--- config.mk ---
export PLATFORM = sky130hd
export DESIGN_NAME = th_branch_flat
export DESIGN_NICKNAME = d
export VERILOG_FILES = /design/src/rtl/th_pkg.sv /design/src/rtl/th_branch_if.sv /design/src/rtl/th_tag_bank.sv /design/src/rtl/th_branch.sv /design/src/flat_wrapper.sv
export SDC_FILE = /design/constraint.sdc
export NUM_CORES = 1
export LEC_CHECK = 0
export ABC_AREA = 0
export BUFFER_PORTS_ARGS = -buffer_cell sky130_fd_sc_hd__buf_2
export CAP_MARGIN = 20
export CORE_AREA = 2 2 68 70
export CTS_CLUSTER_DIAMETER = 100
export DETAILED_ROUTE_END_ITERATION = 16
export DIE_AREA = 0 0 70 72
export GPL_ROUTABILITY_DRIVEN = 0
export GPL_TIMING_DRIVEN = 0
export PLACE_DENSITY = 0.84
export SYNTH_ARGS = -nofsm -noshare
export SYNTH_HDL_FRONTEND = slang
export SYNTH_SLANG_ARGS = --single-unit
--- constraint.sdc ---
create_clock -name clock_i -period 4.1 [get_ports clock_i]
set_input_delay 0 -clock clock_i [delete_from_list [all_inputs] [get_ports clock_i]]
set_output_delay 0 -clock clock_i [all_outputs]
set_load 0.02 [all_outputs]
--- src/rtl/th_pkg.sv ---
// Shared widths, tag slice positions and bank encoding for the th_branch fetch/branch unit.
package th_pkg;
  localparam int unsigned PC_W    = 10;
  localparam int unsigned TAG_W   = 7;
  localparam int unsigned TAG_MSB = 9;
  localparam int unsigned TAG_LSB = 3;

  typedef logic [PC_W-1:0]  pc_t;
  typedef logic [TAG_W-1:0] tag_t;

  typedef enum logic {
    BANK0 = 1'b0,
    BANK1 = 1'b1
  } bank_e;

  function automatic tag_t pc_tag(input pc_t pc);
    return pc[TAG_MSB:TAG_LSB];
  endfunction
endpackage

--- src/rtl/th_branch_if.sv ---
// Decode/fetch/cache-update signal bundle for th_branch; slave is the branch unit side.
interface th_branch_if;
  import th_pkg::*;

  logic enable_i;
  logic de_lookup_i;
  logic de_nop_i;
  logic de_ack_o;
  logic de_bra_imm_i;
  logic de_bra_reg_i;
  pc_t  de_pc_bra_i;
  logic if_lookup_o;
  logic if_ack_i;
  logic if_packed_i;
  logic if_hit_i;
  pc_t  if_pc_o;
  logic if_pre0_o;
  logic if_pre1_o;
  tag_t if_tag0_o;
  tag_t if_tag1_o;
  logic if_vld0_o;
  logic if_vld1_o;
  logic is_busy_i;
  logic is_update_i;
  tag_t is_newtag_i;
  logic is_lru_ni;
  logic is_bank_i;

  modport slave (
    input  enable_i, de_lookup_i, de_nop_i, de_bra_imm_i, de_bra_reg_i, de_pc_bra_i,
           if_ack_i, if_packed_i, if_hit_i,
           is_busy_i, is_update_i, is_newtag_i, is_lru_ni, is_bank_i,
    output de_ack_o, if_lookup_o, if_pc_o, if_pre0_o, if_pre1_o,
           if_tag0_o, if_tag1_o, if_vld0_o, if_vld1_o
  );

  modport master (
    output enable_i, de_lookup_i, de_nop_i, de_bra_imm_i, de_bra_reg_i, de_pc_bra_i,
           if_ack_i, if_packed_i, if_hit_i,
           is_busy_i, is_update_i, is_newtag_i, is_lru_ni, is_bank_i,
    input  de_ack_o, if_lookup_o, if_pc_o, if_pre0_o, if_pre1_o,
           if_tag0_o, if_tag1_o, if_vld0_o, if_vld1_o
  );
endinterface

--- src/rtl/th_tag_bank.sv ---
// One instruction-cache tag bank: stored tag, valid bit and combinational hit prediction.
module th_tag_bank
  import th_pkg::*;
(
  input  logic clock_i,
  input  logic reset_i,
  input  logic wr,
  input  tag_t newtag,
  input  tag_t pc_tag,
  output tag_t tag,
  output logic vld,
  output logic pre
);
  always_ff @(posedge clock_i or posedge reset_i) begin
    if (reset_i) begin
      tag <= '0;
      vld <= 1'b0;
    end else if (wr) begin
      tag <= newtag;
      vld <= 1'b1;
    end
  end

  assign pre = vld & (tag == pc_tag);
endmodule

--- src/rtl/th_branch.sv ---
// Fetch PC sequencer with decode branches and a 2-bank tag predictor with 1-bit LRU.
// Optional macro TH_BRANCH_PACKED_EN: advance by 2 on packed fetch words.
module th_branch
  import th_pkg::*;
(
  input logic        clock_i,
  input logic        reset_i,
  th_branch_if.slave bus
);
  pc_t   pc;
  pc_t   pc_nxt;
  pc_t   inc;
  logic  run;
  bank_e lru;
  bank_e wr_bank;
  bank_e hit_bank;
  logic  de_ack;
  logic  lookup;
  logic  fetch_hit;
  logic  bra_take;
  logic  update;
  logic  pre0, pre1;
  logic  vld0, vld1;
  tag_t  tag0, tag1;

  assign lookup    = run & bus.enable_i & ~bus.is_busy_i;
  assign fetch_hit = lookup & bus.if_ack_i & bus.if_hit_i;
  assign bra_take  = (bus.de_bra_imm_i | bus.de_bra_reg_i) & ~bus.de_nop_i & bus.enable_i;
  assign update    = bus.is_update_i & bus.enable_i;
  assign wr_bank   = bus.is_lru_ni ? bank_e'(bus.is_bank_i) : lru;
  // Bank 0 wins when both banks predict a hit.
  assign hit_bank  = (~pre0 & pre1) ? BANK1 : BANK0;

`ifdef TH_BRANCH_PACKED_EN
  assign inc = bus.if_packed_i ? pc_t'(2) : pc_t'(1);
`else
  logic unused_packed;
  assign unused_packed = bus.if_packed_i;
  assign inc = pc_t'(1);
`endif

  always_comb begin
    pc_nxt = pc;
    if (bra_take) begin
      pc_nxt = bus.de_bra_reg_i ? bus.de_pc_bra_i : pc + bus.de_pc_bra_i;
    end else if (fetch_hit) begin
      pc_nxt = pc + inc;
    end
  end

  always_ff @(posedge clock_i or posedge reset_i) begin
    if (reset_i) begin
      pc     <= '0;
      run    <= 1'b0;
      lru    <= BANK0;
      de_ack <= 1'b0;
    end else if (bus.enable_i) begin
      run    <= 1'b1;
      pc     <= pc_nxt;
      de_ack <= bra_take | bus.de_lookup_i;
      if (update) begin
        lru <= bank_e'(~wr_bank);
      end else if (fetch_hit) begin
        lru <= bank_e'(~hit_bank);
      end
    end
  end

  th_tag_bank u_bank0 (
    .clock_i (clock_i),
    .reset_i (reset_i),
    .wr      (update & (wr_bank == BANK0)),
    .newtag  (bus.is_newtag_i),
    .pc_tag  (pc_tag(pc)),
    .tag     (tag0),
    .vld     (vld0),
    .pre     (pre0)
  );

  th_tag_bank u_bank1 (
    .clock_i (clock_i),
    .reset_i (reset_i),
    .wr      (update & (wr_bank == BANK1)),
    .newtag  (bus.is_newtag_i),
    .pc_tag  (pc_tag(pc)),
    .tag     (tag1),
    .vld     (vld1),
    .pre     (pre1)
  );

  assign bus.de_ack_o    = de_ack;
  assign bus.if_lookup_o = lookup;
  assign bus.if_pc_o     = pc;
  assign bus.if_pre0_o   = pre0;
  assign bus.if_pre1_o   = pre1;
  assign bus.if_tag0_o   = tag0;
  assign bus.if_tag1_o   = tag1;
  assign bus.if_vld0_o   = vld0;
  assign bus.if_vld1_o   = vld1;
endmodule

--- src/flat_wrapper.sv ---
// flat-port wrapper written by rule: the top's interface ports become plain ports
module th_branch_flat import th_pkg::*;
  (clock_i, reset_i, bus_enable_i, bus_de_lookup_i, bus_de_nop_i, bus_de_bra_imm_i, bus_de_bra_reg_i, bus_de_pc_bra_i, bus_if_ack_i, bus_if_packed_i, bus_if_hit_i, bus_is_busy_i, bus_is_update_i, bus_is_newtag_i, bus_is_lru_ni, bus_is_bank_i, bus_de_ack_o, bus_if_lookup_o, bus_if_pc_o, bus_if_pre0_o, bus_if_pre1_o, bus_if_tag0_o, bus_if_tag1_o, bus_if_vld0_o, bus_if_vld1_o);
  th_branch_if bus_i ();
  input logic clock_i;
  input logic reset_i;
  input wire logic [$bits(bus_i.enable_i)-1:0] bus_enable_i;
  input wire logic [$bits(bus_i.de_lookup_i)-1:0] bus_de_lookup_i;
  input wire logic [$bits(bus_i.de_nop_i)-1:0] bus_de_nop_i;
  input wire logic [$bits(bus_i.de_bra_imm_i)-1:0] bus_de_bra_imm_i;
  input wire logic [$bits(bus_i.de_bra_reg_i)-1:0] bus_de_bra_reg_i;
  input wire logic [$bits(bus_i.de_pc_bra_i)-1:0] bus_de_pc_bra_i;
  input wire logic [$bits(bus_i.if_ack_i)-1:0] bus_if_ack_i;
  input wire logic [$bits(bus_i.if_packed_i)-1:0] bus_if_packed_i;
  input wire logic [$bits(bus_i.if_hit_i)-1:0] bus_if_hit_i;
  input wire logic [$bits(bus_i.is_busy_i)-1:0] bus_is_busy_i;
  input wire logic [$bits(bus_i.is_update_i)-1:0] bus_is_update_i;
  input wire logic [$bits(bus_i.is_newtag_i)-1:0] bus_is_newtag_i;
  input wire logic [$bits(bus_i.is_lru_ni)-1:0] bus_is_lru_ni;
  input wire logic [$bits(bus_i.is_bank_i)-1:0] bus_is_bank_i;
  output wire logic [$bits(bus_i.de_ack_o)-1:0] bus_de_ack_o;
  output wire logic [$bits(bus_i.if_lookup_o)-1:0] bus_if_lookup_o;
  output wire logic [$bits(bus_i.if_pc_o)-1:0] bus_if_pc_o;
  output wire logic [$bits(bus_i.if_pre0_o)-1:0] bus_if_pre0_o;
  output wire logic [$bits(bus_i.if_pre1_o)-1:0] bus_if_pre1_o;
  output wire logic [$bits(bus_i.if_tag0_o)-1:0] bus_if_tag0_o;
  output wire logic [$bits(bus_i.if_tag1_o)-1:0] bus_if_tag1_o;
  output wire logic [$bits(bus_i.if_vld0_o)-1:0] bus_if_vld0_o;
  output wire logic [$bits(bus_i.if_vld1_o)-1:0] bus_if_vld1_o;
  assign bus_i.enable_i = bus_enable_i;
  assign bus_i.de_lookup_i = bus_de_lookup_i;
  assign bus_i.de_nop_i = bus_de_nop_i;
  assign bus_i.de_bra_imm_i = bus_de_bra_imm_i;
  assign bus_i.de_bra_reg_i = bus_de_bra_reg_i;
  assign bus_i.de_pc_bra_i = bus_de_pc_bra_i;
  assign bus_i.if_ack_i = bus_if_ack_i;
  assign bus_i.if_packed_i = bus_if_packed_i;
  assign bus_i.if_hit_i = bus_if_hit_i;
  assign bus_i.is_busy_i = bus_is_busy_i;
  assign bus_i.is_update_i = bus_is_update_i;
  assign bus_i.is_newtag_i = bus_is_newtag_i;
  assign bus_i.is_lru_ni = bus_is_lru_ni;
  assign bus_i.is_bank_i = bus_is_bank_i;
  assign bus_de_ack_o = bus_i.de_ack_o;
  assign bus_if_lookup_o = bus_i.if_lookup_o;
  assign bus_if_pc_o = bus_i.if_pc_o;
  assign bus_if_pre0_o = bus_i.if_pre0_o;
  assign bus_if_pre1_o = bus_i.if_pre1_o;
  assign bus_if_tag0_o = bus_i.if_tag0_o;
  assign bus_if_tag1_o = bus_i.if_tag1_o;
  assign bus_if_vld0_o = bus_i.if_vld0_o;
  assign bus_if_vld1_o = bus_i.if_vld1_o;
  th_branch u_core (.clock_i(clock_i), .reset_i(reset_i), .bus(bus_i));
endmodule
==> results of run 1 <==
## final cells by class
type,count,area [um^2]
Fill cell,355,1730
Timing Repair Buffer,70,423
Sequential cell,29,726
Multi-Input combinational cell,153,1170
Inverter,4,15.0
Tap cell,52,65.1
Buffer,7,58.8
Clock buffer,8,80.1
## cells in the final DEF, fill, tap and decap left out, types with 5 or more instances in the layout
cell type,instances
buf_2,59
dfrtp_1,29
xnor2_1,19
nand2_1,12
nor2_1,12
a21oi_1,12
nand4_1,10
ha_1,10
dlygate4sd3_1,10
mux2_1,7
mux2_2,7
xor2_1,7
clkbuf_1,6
mux2i_1,5
clkbuf_8,5
## repair_timing
action / 4_1_cts / 5_1_grt
hold buffers: 9 / 1
resized for setup: 0 / 0
endpoints found under the hold margin: 16 / 29
## power by group through the flow
stage	registers (mW)	clock network, mW	logic, mW
6_report	0.461	0.227	0.636
3_3_place_gp	0.455	0	0.591
5_1_grt	0.470	0.243	0.689
3_5_place_dp	0.460	0	0.616
4_1_cts	0.456	0.225	0.630
2_1_floorplan	0.524	0	0.364
## state kept, by name, summed over array words and instances, names as in the netlist
register and count:
u_core.bus.de_ack_o 1, u_core.lru 1, u_core.bus.if_pc_o 10, u_core.u_bank0.tag 7, u_core.u_bank0.vld 1, u_core.u_bank1.tag 7, u_core.run 1, u_core.u_bank1.vld 1
## final timing paths
kind                                         end  slack [ns]  cells after the start             startpoint
setup reg to reg           u_core.bus.if_pc_o[6]        1.78                      8  u_core.bus.if_pc_o[0]
hold / removal                        u_core.run        0.01                      2           bus_enable_i
hold reg to reg                       u_core.run        0.46                      1             u_core.run
max in group asynchronous  u_core.bus.if_pc_o[9]        3.49                      4                reset_i
min in group asynchronous  u_core.u_bank0.tag[1]        0.19                      3                reset_i
setup / recovery           u_core.bus.if_pc_o[6]        1.78                      8  u_core.bus.if_pc_o[0]
## routing by layer
| layer | GRT usage, % | vias to the layer above | wire length, um |
|---|---|---|---|
| li1 | - | 850 | - |
| met1 | 26.3 | 853 | 2130 |
| met3 | 4.72 | 11 | 369 |
| met2 | 36.0 | 82 | 2590 |
| met4 | 6.84 | 0 | 90 |
| met5 | 0 | - | 0 |
## cell families after synthesis
group	Yosys count	synth area share, %
flip-flops	29	36.8
buffers and inverters	11	3.75
XOR/XNOR	26	11.6
adder cells (fa/ha/maj)	11	7.37
AO/OA/AOI/OAI	37	12.3
AND/OR/NAND/NOR	60	17.7
multiplexers	19	10.5
## worst reg2reg max path, delay by kind of cell (launching register included)
| family | cells | cell delay [ns] |
|---|---|---|
| AO/OA/AOI/OAI | 5 | 0.97 |
| flip-flops | 1 | 0.45 |
| AND/OR/NAND/NOR | 1 | 0.18 |
| adder cells (fa/ha/maj) | 2 | 0.67 |
==> flow_summary.ini, run 1 <==
[floorplanning]
die_h_um = 72
design.core.area_um2 = 4260
die_w_um = 70
initial_core_util_pct = 46.2
rows = 24
pin_count = 61
die_area_um2 = 5040

[layout]
drive_gt1_share_pct = 31.4
diodes = 0
fin_cells = 323
fin_nets = 312
postLayoutCellArea_um2 = 2540
final_util_pct = 59.5
syn_to_final_growth_pct = 28.8

[pwr]
finalPower_mw = 1.32
p_comb_share_pct = 48.0
p_per_area_nw_per_um2 = 522
power.leakage_nw = 1.16
p_int_mw = 0.761
peakVddDrop_mv = 0.318
power.net_switching_mw = 0.564
p_sw_share_pct = 42.6
power_frac_seq_pct = 34.8
power_frac_clock_pct = 17.2

[clock_tree]
worstSkewPairLatency_ns = 0.28
clock_path_buffers = 2
clock-sinks = 29
htreeDepth = 2
cts_tree = done
cts_setup_buffers = 0
clk_pin_slew_ns = 0.06
numCtsBuffers = 5
cts_root_buf = clkbuf_8

[routing]
ant_nets = 0
wl_per_cell_um = 16.0
vias_per_cell = 5.56
wl_um = 5180
drt-pass1-iter-count = 4
via_count = 1796
drcViolationCount = 0
initialDrtViolationCount = 133

[sta]
tns_ns = 0
finalCriticalPeriod_ns = 2.32
drv_slew = 0
grt_setup_unrepaired = false
min_period_over_period_pct = 56.6
hold_viol_final = 0
hold_ws_ns = 0.0106
fin_skew_ns = 0.00368
fin_ws_ns = 1.78
max_slew_margin_pct = 57.1
finalSetupViolCount = 0
fmax_ghz = 0.431
tightest_slew_ns = 0.641

[global_route]
grt_max_degree = 30
antenna_found_initial = 0
grt_usage_pct = 20.9
grt_first_pass_wirelength_um = 8320
overflow = 0
grt_pass1_vias = 1766

[flow_run]
cap_violations = 0

[placed_design]
place_inst = 304
place_area_um2 = 2330
portBuffers = 59
dp_hpwl_um = 3760
preCtsSetupSlack_ns = 1.84

[logic_synthesis]
yosysSeqAreaShare_pct = 36.8
ys_types = 48
async_reset_ff_share_pct = 100
synthMostInstantiatedCell = dfrtp_1
synth_common_cells = 29 x dfrtp_1, 19 x xnor2_1, 12 x a21oi_1, 12 x nand2_1, 12 x nor2_1
dominantRegCellSynth = dfrtp_1
yosys.area.top_type = dfrtp_1
synth_area_per_cell_um2 = 10.2
ys_seq_elements = 29
synth_edf_count = 0
synth_warnings = 0
synth.top_cells.by_area = dfrtp_1 37%, xnor2_1 8.4%, ha_1 6.3%, mux2_1 4.0%, mux2_2 4.0%
synth_area_um2 = 1970
synth_top_cell_area_share_pct = 36.8
syn_inst = 193
syn-num-nets = 235

[outcome]
run_status = finished, final reports clean

[worst_setup_path]
crit_fanout = 5
path_delay_family = compound AO/OA/AOI/OAI gates
crit_buf_inv = 0
endpoint_kind = register
worst_setup_path_start_kind = register
arrival_ns = 2.55
cp_slowest_cell = dfrtp_1
worstPathRequired_ns = 4.33
path_cells = ha_1 -> fa_1 -> a21o_1 -> a21oi_1 -> o21ai_1 -> and3_1 -> o31ai_1 -> o21a_1
worst-setup-path-type = register to register
slowest_delay_ns = 0.45

[min_path]
hold_path_class = primary input to register
No activity file was read; power rests on OpenSTA's default activity.
==> run 2, diff against run 1 <==
--- a/config.mk
+++ b/config.mk
@@ -8,13 +8,13 @@
 export ABC_AREA = 0
 export BUFFER_PORTS_ARGS = -buffer_cell sky130_fd_sc_hd__buf_2
 export CAP_MARGIN = 20
-export CORE_AREA = 2 2 68 70
+export CORE_AREA = 2 2 69 71
 export CTS_CLUSTER_DIAMETER = 100
 export DETAILED_ROUTE_END_ITERATION = 16
-export DIE_AREA = 0 0 70 72
+export DIE_AREA = 0 0 71 73
 export GPL_ROUTABILITY_DRIVEN = 0
 export GPL_TIMING_DRIVEN = 0
-export PLACE_DENSITY = 0.84
+export PLACE_DENSITY = 0.85
 export SYNTH_ARGS = -nofsm -noshare
 export SYNTH_HDL_FRONTEND = slang
 export SYNTH_SLANG_ARGS = --single-unit
==> constraint.sdc (replaced) <==
create_clock -name clock_i -period 2 [get_ports clock_i]
set_input_delay 0 -clock clock_i [delete_from_list [all_inputs] [get_ports clock_i]]
set_output_delay 0 -clock clock_i [all_outputs]
set_load 0.02 [all_outputs]
==> run 2 against run 1 <==
Net effect: the run now ends with setup timing left; clock skew rose by 0.0077 ns; cell area rose by 6.4%; sequential power rose by 100%; utilization barely moved; final cell count rose by 1.9%; critical path depth fell by 2; clock-buffer cell count fell by 1; combinational power rose by 130%; largest power group unchanged.
==> flow_summary.ini, run 2 (synthesized netlist as in run 1, its figures left out) <==
[layout]
fin_nets = 316
diodes = 0
postLayoutCellArea_um2 = 2700
final_common_cell = buf_2
fin_cells = 329
multi_input_area_um2 = 1280
fillers = 367
final_cell_mix = 59 x buf_2, 24 x dfrtp_1, 19 x xnor2_1, 12 x nand2_1, 12 x nor2_1
seq_area_um2 = 732
drive_gt1_share_pct = 40.4
largest_reg_flops = 10
syn_to_final_growth_pct = 37.1

[min_path]
hold_path_depth = 3
worstHoldStart = bus_de_pc_bra_i[9]
hold_path_class = primary input to register
min_to = u_core.bus.if_pc_o[9]

[pwr]
p_sw_share_pct = 40.5
peakVddDrop_mv = 0.420
power.net_switching_mw = 1.18
power_frac_clock_pct = 18.2
p_int_mw = 1.73
p_comb_share_pct = 49.5
p_per_area_nw_per_um2 = 1070
finalPower_mw = 2.90
power_frac_seq_pct = 32.2
power.leakage_nw = 1.20

[routing]
drt-pass1-iter-count = 4
vias_per_cell = 5.34
via_count = 1756
wl_um = 5070
wl_per_cell_um = 15.4
drcViolationCount = 0
initialDrtViolationCount = 127
ant_nets = 0

[floorplanning]
design.core.area_um2 = 4540
rows = 25
die_h_um = 73
die_w_um = 71
initial_core_util_pct = 43.4
die_area_um2 = 5180
pin_count = 61

[sta]
fin_ws_ns = -0.0732
hold_viol_final = 0
fin_skew_ns = 0.0114
max_slew_margin_pct = 53.8
min_period_over_period_pct = 104
grt_setup_unrepaired = true
fmax_ghz = 0.482
drv_slew = 0
finalSetupViolCount = 2
tightest_slew_ns = 0.690
finalCriticalPeriod_ns = 2.07
hold_ws_ns = 0.0113

[worst_setup_path]
worst-setup-path-type = register to register
endpoint_kind = register
r2r-end = u_core.bus.if_pc_o[9]
rr_worst_depth = 6
r2r_slack_ns = -0.07
arrival_ns = 2.27
reg2reg_from = u_core.bus.if_pc_o[6]
worst_setup_path_start_kind = register
crit_fanout = 7
worstPathRequired_ns = 2.20

[global_route]
grt_first_pass_wirelength_um = 7760
grt_usage_pct = 19.2
overflow = 0
grt_pass1_vias = 1682
antenna_found_initial = 0
grt_max_degree = 30

[outcome]
violations = setup timing
run_status = complete, but fails checks

[clock_tree]
numCtsBuffers = 5
clock_path_buffers = 2
cts_tree = done
htreeDepth = 2
clk_pin_slew_ns = 0.06
clock-sinks = 29
worstSkewPairLatency_ns = 0.28
cts_root_buf = clkbuf_8

[flow_run]
cap_violations = 0

[placed_design]
portBuffers = 59
preCtsSetupSlack_ns = -0.186
place_area_um2 = 2350
place_inst = 306
dp_hpwl_um = 3650
## run 2: cell count changes in the layout (fill, tap and decap cells not counted), moves of 2 or more
cell,change
dfrtp_2,+5
dfrtp_1,-5
a21oi_2,+2
ha_1,-5
buf_4,+5
clkbuf_1,-3
a21oi_1,-2
ha_4,+5
clkbuf_8,+2
## run 2: what timing repair did
| action | 4_1_cts | 5_1_grt |
|---|---|---|
| hold buffers | 8 | 1 |
| resized for setup | 8 | 8 |
| setup buffers | 3 | 2 |
| pin swaps | 6 | 3 |
| setup endpoints to repair | 4 | 4 |
| hold endpoints to repair | 15 | 5 |
## run 2: final cells by class
| class | count | area share [%] |
|---|---|---|
| buffer | 7 | 2.18 |
| clock buffer | 7 | 3.57 |
| clock inverter | 1 | 0.185 |
| inverter | 4 | 0.556 |
| multi-input combinational | 153 | 47.2 |
| sequential | 29 | 27.1 |
| tap | 54 | 2.50 |
| timing repair buffer | 74 | 16.7 |
## run 2: worst max path at each step
| stage | endpoint | startpoint | cells after the start | slack (ns) |
|---|---|---|---|---|
| 6_report | u_core.bus.if_pc_o[9] | u_core.bus.if_pc_o[6] | 6 | -0.07 |
| 5_1_grt | u_core.bus.if_pc_o[9] | u_core.bus.if_pc_o[1] | 7 | -0.13 |
| 4_1_cts | u_core.bus.if_pc_o[6] | u_core.bus.if_pc_o[0] | 8 | -0.006 |
| 3_5_place_dp | u_core.bus.if_pc_o[6] | u_core.bus.if_pc_o[0] | 8 | -0.19 |
| 3_3_place_gp | u_core.bus.if_pc_o[6] | u_core.bus.if_pc_o[0] | 8 | -0.19 |
| 2_1_floorplan | u_core.bus.if_pc_o[6] | u_core.bus.if_pc_o[0] | 8 | -0.04 |
## run 2: critical path, cell delays in order (launching register included)
cell and delay, ns:
dfrtp_1 0.51, ha_4 0.36, a21oi_1 0.08, o21ai_0 0.32, nor3_2 0.09, or4_1 0.47, a31oi_1 0.15
## run 2: through the flow
stage	setup TNS [ns]	utilization [%]
2_1_floorplan	-0.0409	-
6_report	-0.0924	59.6
3_5_place_dp	-0.357	51.9
5_1_grt	-0.276	59.6
3_3_place_gp	-0.266	51.9
4_1_cts	-0.00852	57.0
## run 2: power by group through the flow
stage / Combinational [mW] / Sequential (mW) / Clock, mW
floorplan: 0.762 / 1.08 / 0
global placement: 1.22 / 0.944 / 0
detailed placement: 1.26 / 0.946 / 0
CTS: 1.34 / 0.934 / 0.539
global route: 1.57 / 0.955 / 0.554
finish: 1.44 / 0.936 / 0.529
## run 2: layer usage
metal / share of wire (%) / track usage, % / vias to the layer above
met2: 51 / 34.2 / 50
met1: 43 / 23.8 / 838
met4: 1.4 / 6.29 / 0
li1: - / - / 859
met3: 4.6 / 3.18 / 9
met5: 0 / 0 / -
==> run 3, diff against run 2 <==
--- a/config.mk
+++ b/config.mk
@@ -17,4 +17,5 @@
 export PLACE_DENSITY = 0.85
 export SYNTH_ARGS = -nofsm -noshare
 export SYNTH_HDL_FRONTEND = slang
+export SYNTH_HIERARCHICAL = 1
 export SYNTH_SLANG_ARGS = --single-unit
==> run 3 against run 2 <==
Net effect: the flow still finishes with violations (setup timing); flip-flop and latch count unchanged; via count down 2.2%; register-to-register slack worse by 0.09 ns; worst hold slack worse by 0.011 ns; sequential share of layout area up 0.53 points; clock-buffer cell count up 1; critical path type unchanged.
==> flow_summary.ini, run 3 <==
[layout]
largest_reg_flops = 10
syn_to_final_growth_pct = 33.5
final_common_cell = buf_2
diodes = 0
final_cell_mix = 58 x buf_2, 26 x dfrtp_1, 21 x xnor2_1, 14 x mux2_4, 12 x nor2_1
drive_gt1_share_pct = 41.3
fin_nets = 310

[global_route]
grt_pass1_vias = 1664
antenna_found_initial = 0
overflow = 0
grt_first_pass_wirelength_um = 7750
grt_max_degree = 14
grt_usage_pct = 19.3

[worst_setup_path]
path_cells = ha_4 -> fa_2 -> a21o_1 -> a21oi_2 -> nor2b_2 -> o41ai_2 -> xor2_1 -> o21ai_1 -> mux2_2
slowest_delay_ns = 0.43
cp_slowest_cell = dfrtp_2
worst_setup_path_start_kind = register
worst-setup-path-type = register to register
worstPathRequired_ns = 2.17
crit_fanout = 2
endpoint_kind = register
arrival_ns = 2.33

[logic_synthesis]
yosysSeqAreaShare_pct = 36.7
synthMostInstantiatedCell = dfrtp_1
synth.top_cells.by_area = dfrtp_1 37%, mux2_4 11%, xnor2_1 9.3%, ha_1 6.3%, xor2_1 4.4%
syn_inst = 188
synth_area_um2 = 1980
syn-num-nets = 230
ys_types = 38
dominantRegCellSynth = dfrtp_1
synth_area_per_cell_um2 = 10.5
synth_edf_count = 0
yosys.area.top_type = dfrtp_1
synth_top_cell_area_share_pct = 36.7
ys_seq_elements = 29
synth_common_cells = 29 x dfrtp_1, 21 x xnor2_1, 14 x mux2_4
synth_warnings = 6
async_reset_ff_share_pct = 100

[clock_tree]
worstSkewPairLatency_ns = 0.28
cts_root_buf = clkbuf_8
clk_pin_slew_ns = 0.06
clock_path_buffers = 2
numCtsBuffers = 5
htreeDepth = 2
cts_tree = done
clock-sinks = 29

[routing]
wl_per_cell_um = 15.9
drcViolationCount = 0
drt-pass1-iter-count = 4
via_count = 1718
initialDrtViolationCount = 41
wl_um = 5130
vias_per_cell = 5.32
ant_nets = 0

[sta]
fin_ws_ns = -0.163
hold_viol_final = 0
tns_ns = -0.319
min_period_over_period_pct = 108
fmax_ghz = 0.462
finalSetupViolCount = 2
hold_ws_ns = 0.000684
finalCriticalPeriod_ns = 2.16
fin_skew_ns = 0.00298
drv_slew = 0
max_slew_margin_pct = 55.2
grt_setup_unrepaired = true
tightest_slew_ns = 0.668

[placed_design]
portBuffers = 58
dp_hpwl_um = 3700

[floorplanning]
pin_count = 61
die_h_um = 73
initial_core_util_pct = 43.6
design.core.area_um2 = 4540
rows = 25
die_area_um2 = 5180
die_w_um = 71

[pwr]
power_frac_seq_pct = 32.2
p_per_area_nw_per_um2 = 1160
p_comb_share_pct = 52.8
p_sw_share_pct = 41.7
power.net_switching_mw = 1.28
power_frac_clock_pct = 15.0
peakVddDrop_mv = 0.347
power.leakage_nw = 1.18
p_int_mw = 1.79

[min_path]
hold_path_class = primary input to register

[outcome]
violations = setup timing
run_status = complete, but fails checks

[flow_run]
cap_violations = 0
-- run 3: worst max-delay path: cells and delay by family (launching register included) --
family / cells / cell delay [ns]
AO/OA/AOI/OAI: 4 / 0.62
adder cells (fa/ha/maj): 2 / 0.50
flip-flops: 1 / 0.43
multiplexers: 1 / 0.25
XOR/XNOR: 1 / 0.17
AND/OR/NAND/NOR: 1 / 0.07
-- run 3: through the flow --
step	worst slack (ns)	cells	power [mW]	area, um^2	utilization, %
6_report	-0.163	323	3.07	2640	58.2
3_3_place_gp	-0.232	300	2.38	2370	52.2
3_5_place_dp	-0.241	300	2.44	2370	52.2
4_1_cts	-0.169	321	2.97	2580	56.8
2_1_floorplan	-0.188	188	2.05	2010	-
5_1_grt	-0.291	323	3.27	2640	58.2
-- run 3: layer usage --
metal	track usage, %	vias up	wire length, um
li1	-	821	-
met1	20.9	844	2060
met2	37.6	48	2790
met3	4.14	5	226
met4	5.66	0	53
met5	0	-	0
-- run 3: area by class of cell --
type                            instances  area (um^2)
Clock buffer                            8         80.1
Tap cell                               54         67.6
Sequential cell                        29          729
Inverter                                7         26.3
Multi-Input combinational cell        146         1260
Timing Repair Buffer                   73          425
Buffer                                  6         48.8
Fill cell                             361         1900
-- run 3: kinds of logic (layout without fill, tap and decap cells) --
| family | count (synthesis) | count (layout) | synth area share, % |
|---|---|---|---|
| flip-flops | 29 | 29 | 36.7 |
| adder cells (fa/ha/maj) | 11 | 11 | 7.34 |
| XOR/XNOR | 31 | 31 | 13.7 |
| AND/OR/NAND/NOR | 49 | 49 | 12.9 |
| multiplexers | 21 | 21 | 14.3 |
| buffers and inverters | 13 | 94 | 3.80 |
| AO/OA/AOI/OAI | 34 | 34 | 11.3 |
-- run 3: worst paths after layout --
path / start / end / slack [ns] / cells after the start
max: u_core/bus.if_pc_o[0] / u_core/bus.if_pc_o[8] / -0.16 / 9
min: bus_de_pc_bra_i[9] / u_core/bus.if_pc_o[9] / 0.0007 / 3
max reg2reg: u_core/bus.if_pc_o[0] / u_core/bus.if_pc_o[8] / -0.16 / 9
min reg2reg: u_core/run / u_core/run / 0.47 / 1
max in group asynchronous: reset_i / u_core/bus.if_pc_o[0] / 1.26 / 3
min in group asynchronous: reset_i / u_core/u_bank0/tag[6] / 0.25 / 3
-- run 3: what timing repair did --
| action | 4_1_cts | 5_1_grt |
|---|---|---|
| setup endpoints to repair | 3 | 5 |
| pin swaps | 3 | 6 |
| resized for setup | 3 | 7 |
| buffers inserted | 4 | 2 |
| hold endpoints to repair | 44 | 0 |
| gates cloned | 0 | 0 |
| hold buffers | 9 | 0 |
-- run 3: power groups by stage --
stage	registers, mW	clock network, mW	logic [mW]
after floorplan	1.14	0	0.904
after detailed placement	1.01	0	1.43
after CTS	0.976	0.463	1.53
after global routing	1.02	0.497	1.75
after global placement	0.992	0	1.39
final	0.989	0.461	1.62
